===== src/rtl/sim_monitor_pkg.sv =====
// Shared definitions for sim_monitor: FSM encodings, default decode addresses,
// and the exit code reported on a timeout halt.
package sim_monitor_pkg;
  typedef enum logic [1:0] {
    RUN    = 2'd0,
    DRAIN  = 2'd1,
    HALTED = 2'd2
  } mon_state_t;

  localparam logic [23:0] DEF_TERM_ADDR    = 24'hFFFFFF;
  localparam logic [23:0] DEF_CH_BASE_ADDR = 24'hFFFFFE;
  localparam logic [7:0]  TIMEOUT_CODE     = 8'hFF;
endpackage


===== src/rtl/mon_fifo.sv =====
// Byte FIFO for one console channel. The caller qualifies push/pop; a push
// into a full FIFO only succeeds when a pop frees the slot in the same cycle,
// otherwise the byte is dropped and the sticky overflow flag is set.
module mon_fifo #(
  parameter int DEPTH = 16
) (
  input  logic       clk,
  input  logic       rst,
  input  logic       push,
  input  logic       pop,
  input  logic [7:0] din,
  output logic [7:0] head,
  output logic       valid,
  output logic       ovf
);
  localparam int AW = $clog2(DEPTH);

  logic [7:0]  mem [DEPTH];
  logic [AW-1:0] wp, rp;
  logic [AW:0] cnt;
  logic        full, do_push;

  assign full    = (cnt == (AW+1)'(DEPTH));
  assign do_push = push & (~full | pop);
  assign valid   = (cnt != '0);
  assign head    = mem[rp];

  // Storage array; no reset needed, occupancy gates visibility.
  always_ff @(posedge clk) begin
    if (do_push) mem[wp] <= din;
  end

  // Pointers, occupancy and overflow flag.
  always_ff @(posedge clk) begin
    if (rst) begin
      wp  <= '0;
      rp  <= '0;
      cnt <= '0;
      ovf <= 1'b0;
    end else begin
      if (do_push) wp <= wp + 1'b1;
      if (pop)     rp <= rp + 1'b1;
      case ({do_push, pop})
        2'b10:   cnt <= cnt + 1'b1;
        2'b01:   cnt <= cnt - 1'b1;
        default: cnt <= cnt;
      endcase
      if (push & full & ~pop) ovf <= 1'b1;
    end
  end
endmodule


===== src/rtl/sim_monitor.sv =====
// CPU data-port monitor: console channel FIFOs, terminate/exit-code capture,
// and (with SIM_MONITOR_STATS_EN defined) cycle/instruction counters plus a
// run timeout. Without the macro the stats outputs are tied to zero.
module sim_monitor
  import sim_monitor_pkg::*;
#(
  parameter int                ADDR_W         = 24,
  parameter int                DATA_W         = 32,
  parameter int                NUM_CH         = 2,
  parameter int                FIFO_DEPTH     = 16,
  parameter logic [ADDR_W-1:0] TERM_ADDR      = DEF_TERM_ADDR,
  parameter logic [ADDR_W-1:0] CH_BASE_ADDR   = DEF_CH_BASE_ADDR,
  parameter int                TIMEOUT_CYCLES = 0
) (
  input  logic                  i_clk,
  input  logic                  i_rst,
  input  logic                  i_clk_en,
  input  logic [ADDR_W-1:0]     i_daddr,
  input  logic [DATA_W-1:0]     i_dout,
  input  logic                  i_wr,
  input  logic                  i_instr_valid,
  output logic [NUM_CH-1:0]     o_ch_valid,
  output logic [8*NUM_CH-1:0]   o_ch_data,
  input  logic [NUM_CH-1:0]     i_ch_ready,
  output logic [NUM_CH-1:0]     o_ch_ovf,
  output logic                  o_halt,
  output logic [7:0]            o_exit_code,
  output logic                  o_timeout,
  output logic [31:0]           o_cycle_count,
  output logic [31:0]           o_instr_count
);
  mon_state_t state, state_nxt;
  logic run, wr_run, term_hit, to_fire;
  logic [NUM_CH-1:0]      push, pop;
  logic [NUM_CH-1:0][7:0] heads;
  logic unused_hi;

  assign run      = (state == RUN);
  assign wr_run   = i_clk_en & i_wr & run;
  assign term_hit = wr_run & (i_daddr == TERM_ADDR);
  assign o_halt   = (state == HALTED);
  assign o_ch_data = heads;
  assign unused_hi = ^i_dout[DATA_W-1:8];

  genvar n;
  generate
    for (n = 0; n < NUM_CH; n++) begin : g_ch
      assign push[n] = wr_run & (i_daddr == (CH_BASE_ADDR - ADDR_W'(n)));
      assign pop[n]  = o_ch_valid[n] & i_ch_ready[n] & i_clk_en;
      mon_fifo #(.DEPTH(FIFO_DEPTH)) u_fifo (
        .clk   (i_clk),
        .rst   (i_rst),
        .push  (push[n]),
        .pop   (pop[n]),
        .din   (i_dout[7:0]),
        .head  (heads[n]),
        .valid (o_ch_valid[n]),
        .ovf   (o_ch_ovf[n])
      );
    end
  endgenerate

  // State register; holds while the clock enable is low.
  always_ff @(posedge i_clk) begin
    if (i_rst)         state <= RUN;
    else if (i_clk_en) state <= state_nxt;
  end

  // Next state: stop on terminate or timeout, halt once every FIFO drained.
  always_comb begin
    state_nxt = state;
    case (state)
      RUN:     if (term_hit | to_fire) state_nxt = DRAIN;
      DRAIN:   if (~|o_ch_valid)       state_nxt = HALTED;
      HALTED:  state_nxt = HALTED;
      default: state_nxt = RUN;
    endcase
  end

  // Exit code is captured once, on leaving RUN; terminate beats timeout.
  always_ff @(posedge i_clk) begin
    if (i_rst) o_exit_code <= '0;
    else if (i_clk_en & run) begin
      if (term_hit)     o_exit_code <= i_dout[7:0];
      else if (to_fire) o_exit_code <= TIMEOUT_CODE;
    end
  end

`ifdef SIM_MONITOR_STATS_EN
  logic [31:0] cyc_cnt, ins_cnt;
  logic        to_flag;

  assign to_fire = (TIMEOUT_CYCLES != 0) && run && i_clk_en &&
                   (cyc_cnt == 32'(TIMEOUT_CYCLES - 1));
  assign o_cycle_count = cyc_cnt;
  assign o_instr_count = ins_cnt;
  assign o_timeout     = to_flag;

  // Saturating counters, advancing only in RUN.
  always_ff @(posedge i_clk) begin
    if (i_rst) begin
      cyc_cnt <= '0;
      ins_cnt <= '0;
    end else if (i_clk_en & run) begin
      if (cyc_cnt != '1)                  cyc_cnt <= cyc_cnt + 1'b1;
      if (i_instr_valid && ins_cnt != '1) ins_cnt <= ins_cnt + 1'b1;
    end
  end

  // Timeout flag only when the timeout, not a terminate, ended the run.
  always_ff @(posedge i_clk) begin
    if (i_rst)                          to_flag <= 1'b0;
    else if (to_fire & ~term_hit)       to_flag <= 1'b1;
  end
`else
  logic unused_stats;
  assign unused_stats  = ^{i_instr_valid, 32'(TIMEOUT_CYCLES)};
  assign to_fire       = 1'b0;
  assign o_cycle_count = '0;
  assign o_instr_count = '0;
  assign o_timeout     = 1'b0;
`endif
endmodule


===== config.mk =====
export PLATFORM = sky130hd
export DESIGN_NAME = sim_monitor
export DESIGN_NICKNAME = d
export VERILOG_FILES = /design/src/rtl/sim_monitor_pkg.sv /design/src/rtl/mon_fifo.sv /design/src/rtl/sim_monitor.sv
export SDC_FILE = /design/constraint.sdc
export NUM_CORES = 1
export LEC_CHECK = 0
export ABC_AREA = 1
export CORE_ASPECT_RATIO = 1.25
export CORE_MARGIN = 4
export CORE_UTILIZATION = 52
export DETAILED_ROUTE_END_ITERATION = 8
export HOLD_SLACK_MARGIN = 0.08
export PLACE_DENSITY = 0.84
export SETUP_SLACK_MARGIN = 0.4
export SLEW_MARGIN = 10
export SYNTH_ARGS = -nofsm -noshare
export SYNTH_HDL_FRONTEND = slang
export SYNTH_SLANG_ARGS = --single-unit
export TNS_END_PERCENT = 5

===== constraint.sdc =====
create_clock -name i_clk -period 4 [get_ports i_clk]
set_input_delay 0.4 -clock i_clk [delete_from_list [all_inputs] [get_ports i_clk]]
set_output_delay 0.4 -clock i_clk [all_outputs]
set_load 0.02 [all_outputs]

==> flow_summary.yaml, run 1 <==
floorplanning:
  io_pins: 157
  die_area_um2: 28300
  num_rows: 65
  die_w_um: 151
  initial_core_util_pct: 52.9
  core_um2: 25200
  die_y_um: 187
synth:
  syn-cell-area_um2: 13300
  yosysTopAreaCellShare_pct: 57.7
  ys_ff_latch: 302
  synthTopCellsByArea: "edfxtp_1, nor2_1, dfxtp_1"
  synth.distinct_cells: 34
  synth_commonest_cells: "nor2_1, edfxtp_1, o21ai_0"
  synth_edf_count: 256
  yosys_warnings: 0
  synth_most_common_cell: "nor2_1"
  async_reset_ff_share_pct: 0
  ys.flop_type: "edfxtp_1"
  synth_area_per_cell_um2: 10.8
  synth-seq-area-share_pct: 64.6
  synth_cells: 1229
  synth_area_leader_cell: "edfxtp_1"
route:
  vias: 9185
  wire_per_inst_um: 18.2
  viasPerCell: 5.59
  post-route-drc-count: 0
  first_pass_iters: 5
  ant_nets: 0
  drtIter0Drc: 1130
  wirelength_um: 29900
min_path:
  holdPathEnd: "g_ch[1].u_fifo.ovf"
  whs_path_depth: 1
  hp-start: "g_ch[1].u_fifo.ovf"
  hp-class: "flip-flop to flip-flop"
global_routing:
  grt_overflow: 0
  grt_pass1_vias: 8881
  met2_usage_pct: 35.9
  antenna_found_initial: 0
  grt_usage_pct: 20.6
  top_usage_layer: "met2"
  met1_usage_pct: 25.9
  use_met3_pct: 2.64
  grt_pass1_wl_um: 46300
  grt_max_degree: 65
sta:
  setup_viol: 0
  period_share_pct: 85.0
  fin_setup_tns_ns: 0
  max_freq_mhz: 294
  hold_viol: 0
  relSlewSlack_pct: 37.1
  finalClockSkew_ns: 0.00941
  drv_slew: 0
  hold_slack_ns: 0.474
  layout_min_cycle_time_ns: 3.40
  rsz0062_at_grt: "false"
  tightest_slew_ns: 0.940
clock_network:
  post_cts.repair.setup_buffers: 0
  clock_latency_ns: 0.53
  cts.sinks: 302
  ctsHoldBuffers: 0
  cts_buffers: 27
  root_buffer: "clkbuf_16"
  cts_tree: "built"
  htreeDepth: 1
  clk_pin_slew_ns: 0.07
  max-clock-path-buffers: 3
  post_cts_resize_count: 0
setup_path:
  crit_type: "flip-flop to output pin"
  required_ns: 3.60
  cp-end-kind: "output pin"
  worst_ep_arrival_time_ns: 3.00
  critical_path.max_fanout: 25
  r2r_cells: 17
  r2r_setup_slack_ns: 1.29
  rr_startpoint: "state[1]"
  timing.rr.end: "g_ch[0].u_fifo.cnt[4]"
  cp-start-kind: "flip-flop"
pwr:
  p_leak_nw: 5.24
  peakVddDrop_uv: 371
  power_density_nw_per_um2: 432
  total_power_w: 0.00644
layout:
  nets: 1372
  antenna_cells: 0
  fin_cells: 1643
  area_delta_synth_final_pct: 11.8
  drive_above_1_share_pct: 6.88
run_status:
  status: "finished clean"
flow_run:
  maxCapViolations: 0
place:
  gp_congestion: 0.832
  dp_hpwl_um: 18100
  dp_cells: 1594
  io_buffers: 66
[power by group]
part	internal (W)	switching, W
Sequential	0.00342	0.00000855
Clock	0.00147	0.00110
Combinational	0.000135	0.000304
[routing by layer]
layer	up-vias	routed length [um]	part of all wire, %
met1	4344	11100	37
met5	-	0	0
met3	70	2650	8.9
met4	0	1040	3.5
li1	4245	-	-
met2	526	15100	51
[flip-flops by register name (all words and copies together) (netlist names), named ones only]
name and flops:
state 2, g_ch.u_fifo.ovf 2, g_ch.u_fifo.rp 8, o_exit_code 8, g_ch.u_fifo.wp 8, g_ch.u_fifo.cnt 10
g_ch.u_fifo.mem 256
[how the worst max path moves through the flow]
stage,startpoint,to,slack [ns],cells past startpoint
2_1_floorplan,state[0],g_ch[0].u_fifo.cnt[4],1.69,17
5_1_grt,flip-flop,o_ch_data[10],0.42,7
3_3_place_gp,i_daddr[9],g_ch[0].u_fifo.cnt[4],1.02,19
6_report,flip-flop,o_ch_data[10],0.60,7
3_5_place_dp,i_daddr[19],g_ch[0].u_fifo.cnt[4],0.93,18
4_1_cts,flip-flop,o_ch_data[10],0.62,7
[logic make-up (layout without fill, tap and decap cells)]
| family | Yosys count | in the layout | synth area share, % |
|---|---|---|---|
| AND/OR/NAND/NOR | 459 | 459 | 14.2 |
| flip-flops | 302 | 302 | 64.6 |
| AO/OA/AOI/OAI | 254 | 254 | 10.9 |
| buffers and inverters | 180 | 195 | 7.53 |
| adder cells (fa/ha/maj) | 21 | 21 | 1.97 |
| XOR/XNOR | 12 | 12 | 0.789 |
| other | 1 | 65 | 0.0281 |
[area by class of cell]
class / instances / area (um^2)
fill: 1906 / 10300
sequential: 302 / 8610
multi-input combinational: 811 / 3960
timing repair buffer: 87 / 818
clock buffer: 33 / 718
tap: 335 / 419
inverter: 59 / 226
clock inverter: 16 / 154
[critical path, cell delays in order (launching register included)]
cell	delay [ns]
dfxtp_1	0.93
buf_4	0.33
nor2_1	0.06
o21ai_0	0.08
o21ai_0	0.12
o211ai_1	0.25
nand2_1	0.13
clkdlybuf4s50_1	0.56
[through the flow]
step	util (%)	area, um^2	setup slack [ns]
detailed placement	55.6	14000	0.931
floorplan	-	13600	1.69
finish	59.1	14900	0.602
global placement	55.6	14000	1.02
CTS	59.1	14900	0.615
global route	59.1	14900	0.424
[cell usage in the layout, fill, tap and decap left out, types with 2 or more instances in the layout]
cell type / synthesis / routed
nor3_1: 4 / 4
bufinv_16: 0 / 3
nor2_1: 282 / 282
xor2_1: 10 / 10
nor2_4: 3 / 3
o21ai_0: 135 / 135
clkinv_1: 1 / 6
o211ai_1: 64 / 64
o21bai_1: 2 / 2
dfxtp_1: 46 / 46
clkdlybuf4s50_1: 0 / 66
clkbuf_1: 27 / 4
a21boi_1: 2 / 2
conb_1: 1 / 65
clkbuf_8: 0 / 2
inv_1: 51 / 51
o21a_1: 2 / 2
nand2_2: 8 / 8
ha_1: 21 / 21
inv_4: 2 / 3
clkbuf_16: 0 / 27
nand2_1: 107 / 107
a21oi_1: 22 / 22
edfxtp_1: 256 / 256
inv_2: 5 / 5
buf_4: 77 / 21
xnor2_1: 2 / 2
nand4_1: 5 / 5
nor2_2: 5 / 5
nand3_2: 3 / 3
nand3_1: 39 / 39
o21ai_1: 26 / 26
clkinv_2: 0 / 6
(Power assumes the default switching activity.)
==> inputs of run 2 (changes only) <==
--- a/config.mk
+++ b/config.mk
@@ -8,10 +8,10 @@
 export ABC_AREA = 1
 export CORE_ASPECT_RATIO = 1.25
 export CORE_MARGIN = 4
-export CORE_UTILIZATION = 52
+export CORE_UTILIZATION = 51
 export DETAILED_ROUTE_END_ITERATION = 8
 export HOLD_SLACK_MARGIN = 0.08
-export PLACE_DENSITY = 0.84
+export PLACE_DENSITY = 0.86
 export SETUP_SLACK_MARGIN = 0.4
 export SLEW_MARGIN = 10
 export SYNTH_ARGS = -nofsm -noshare
==> constraint.sdc (replaced) <==
create_clock -name i_clk -period 2.96 [get_ports i_clk]
set_input_delay 0.296 -clock i_clk [delete_from_list [all_inputs] [get_ports i_clk]]
set_output_delay 0.296 -clock i_clk [all_outputs]
set_load 0.02 [all_outputs]
==> run 2 against run 1 <==
Die area increased by 1.9%. Setup slack worse by 0.47 ns. Global-route usage is essentially flat. Via count increased by 3.8%. Hold slack better by 0.0085 ns. Non-clock buffer count increased by 37. Cell count increased by 2.2%. Sequential share of layout area shrank 1.7 points. Critical path depth rose by 2. Sequential cell count unchanged. Largest power group unchanged. Clock skew fell by 0.00062 ns. First-iteration DRC count increased by 6.0%.
==> flow_summary.yaml, run 2 (synthesized netlist as in run 1, its figures left out) <==
run_status:
  status: "finished clean"
setup_path:
  cp_common_cell: "nor2_1"
  cp-end-kind: "output pin"
  r2r_setup_slack_ns: 0.38
  crit_chain: "inv_6 -> buf_6 -> nor2_1 -> nor2_1 -> o21ai_0 -> o211ai_1 -> nand3_1 -> nand2_1 -> clkdlybuf4s50_1"
  crit_type: "flip-flop to output pin"
  cpPeakStageDelay_ns: 0.61
  critical_path.max_fanout: 19
  required_ns: 2.66
  slowest_stage: "clkdlybuf4s50_1"
  worst_ep_arrival_time_ns: 2.53
  r2r_cells: 18
  cp-start-kind: "flip-flop"
layout:
  nFillCells: 1843
  area_delta_synth_final_pct: 15.3
  nets: 1409
  largest_reg_flops: 256
  top_register: "g_ch.u_fifo.mem"
  layout_commonest_cell: "nor2_1"
  antenna_cells: 0
  drive_above_1_share_pct: 9.90
  top_regs: "g_ch.u_fifo.mem: 256 flops, g_ch.u_fifo.cnt: 10 flops"
  fin_cells: 1679
  layout_common_cells: "nor2_1, edfxtp_1, o21ai_0"
  final_cell_area_um2: 15400
route:
  ant_nets: 0
  viasPerCell: 5.68
  post-route-drc-count: 0
  wirelength_um: 30900
  vias: 9530
  drtIter0Drc: 1198
  first_pass_iters: 5
  wire_per_inst_um: 18.4
sta:
  hold_viol: 0
  fin_setup_tns_ns: 0
  tightest_slew_ns: 0.784
  layout_setup_ws_ns: 0.132
  period_share_pct: 95.5
  drv_slew: 0
  relSlewSlack_pct: 47.6
  finalClockSkew_ns: 0.00878
  layout_min_cycle_time_ns: 2.83
  max_freq_mhz: 354
  setup_viol: 0
  rsz0062_at_grt: "true"
flow_run:
  maxCapViolations: 0
clock_network:
  clock_latency_ns: 0.54
  htreeDepth: 1
  root_buffer: "clkbuf_16"
  max-clock-path-buffers: 3
  clk_pin_slew_ns: 0.07
  ctsHoldBuffers: 0
  cts.sinks: 302
  cts_tree: "built"
  post_cts.repair.setup_buffers: 0
  cts_buffers: 26
global_routing:
  antenna_found_initial: 0
  grt_max_degree: 65
  grt_usage_pct: 20.6
  grt_pass1_wl_um: 48100
  grt_pass1_vias: 9348
  use_met3_pct: 2.96
  met1_usage_pct: 24.0
  grt_overflow: 0
  top_usage_layer: "met2"
  met2_usage_pct: 37.7
place:
  dp_hpwl_um: 18200
  dp_cells: 1629
  placed_cell_area_um2: 14300
  io_buffers: 66
  pre_cts_slack_ns: 0.125
  gp_congestion: 0.851
floorplanning:
  die_w_um: 153
  num_rows: 65
  core_um2: 25500
  initial_core_util_pct: 52.2
  die_y_um: 189
  die_area_um2: 28800
  io_pins: 157
pwr:
  power_density_nw_per_um2: 575
  total_power_w: 0.00884
  peakVddDrop_uv: 469
  p_leak_nw: 5.55
min_path:
  whs_path_depth: 1
  hp-class: "flip-flop to flip-flop"
==> run 2: layer usage <==
layer / vias to the layer above / wire length, um
met5: - / 0
met4: 0 / 1300
met3: 95 / 3020
met2: 600 / 16000
met1: 4510 / 10700
li1: 4325 / -
==> run 2: path summary, 6_finish.rpt <==
kind                           start                     to
setup / recovery           flip-flop           o_ch_data[6]
hold / removal    g_ch[0].u_fifo.ovf     g_ch[0].u_fifo.ovf
setup reg to reg            state[0]  g_ch[0].u_fifo.cnt[4]
hold reg to reg   g_ch[0].u_fifo.ovf     g_ch[0].u_fifo.ovf
==> run 2: repair_timing <==
action / in CTS / in global routing
endpoints found under the setup margin: 17 / 21
cloned: 3 / 0
gates resized for setup: 27 / 3
hold endpoints to repair: 0 / 0
pin swaps: 1 / 0
==> run 2: layout make-up <==
type	count	area (um^2)	share of cell area, %
repair inverters	1	3.75	0.0244
well taps	335	419	2.73
multi-input cells	811	3960	25.7
repair buffers	124	1200	7.78
flip-flops and latches	302	8610	56.1
clock buffers	37	840	5.46
clock inverters	10	87.6	0.570
inverters	59	253	1.64
==> run 2: power by group <==
group	switching, W	total (W)	internal (W)
logic	0.000423	0.000626	0.000203
clock network	0.00150	0.00358	0.00208
registers	0.0000174	0.00463	0.00462
total	0.00194	0.00884	0.00689
==> run 2: through the flow <==
stage	util, %	hold slack, ns
CTS	60.2	0.482
global placement	56.1	0.446
detailed placement	56.1	0.461
global route	60.2	0.503
floorplan	-	0.395
finish	60.2	0.482
==> run 2: critical path: cells and delay by family (launching register included) <==
kind | cells | cell delay (ns)
flops | 1 | 0.39
compound gates | 2 | 0.20
buf+inv | 3 | 0.99
simple gates | 4 | 0.43
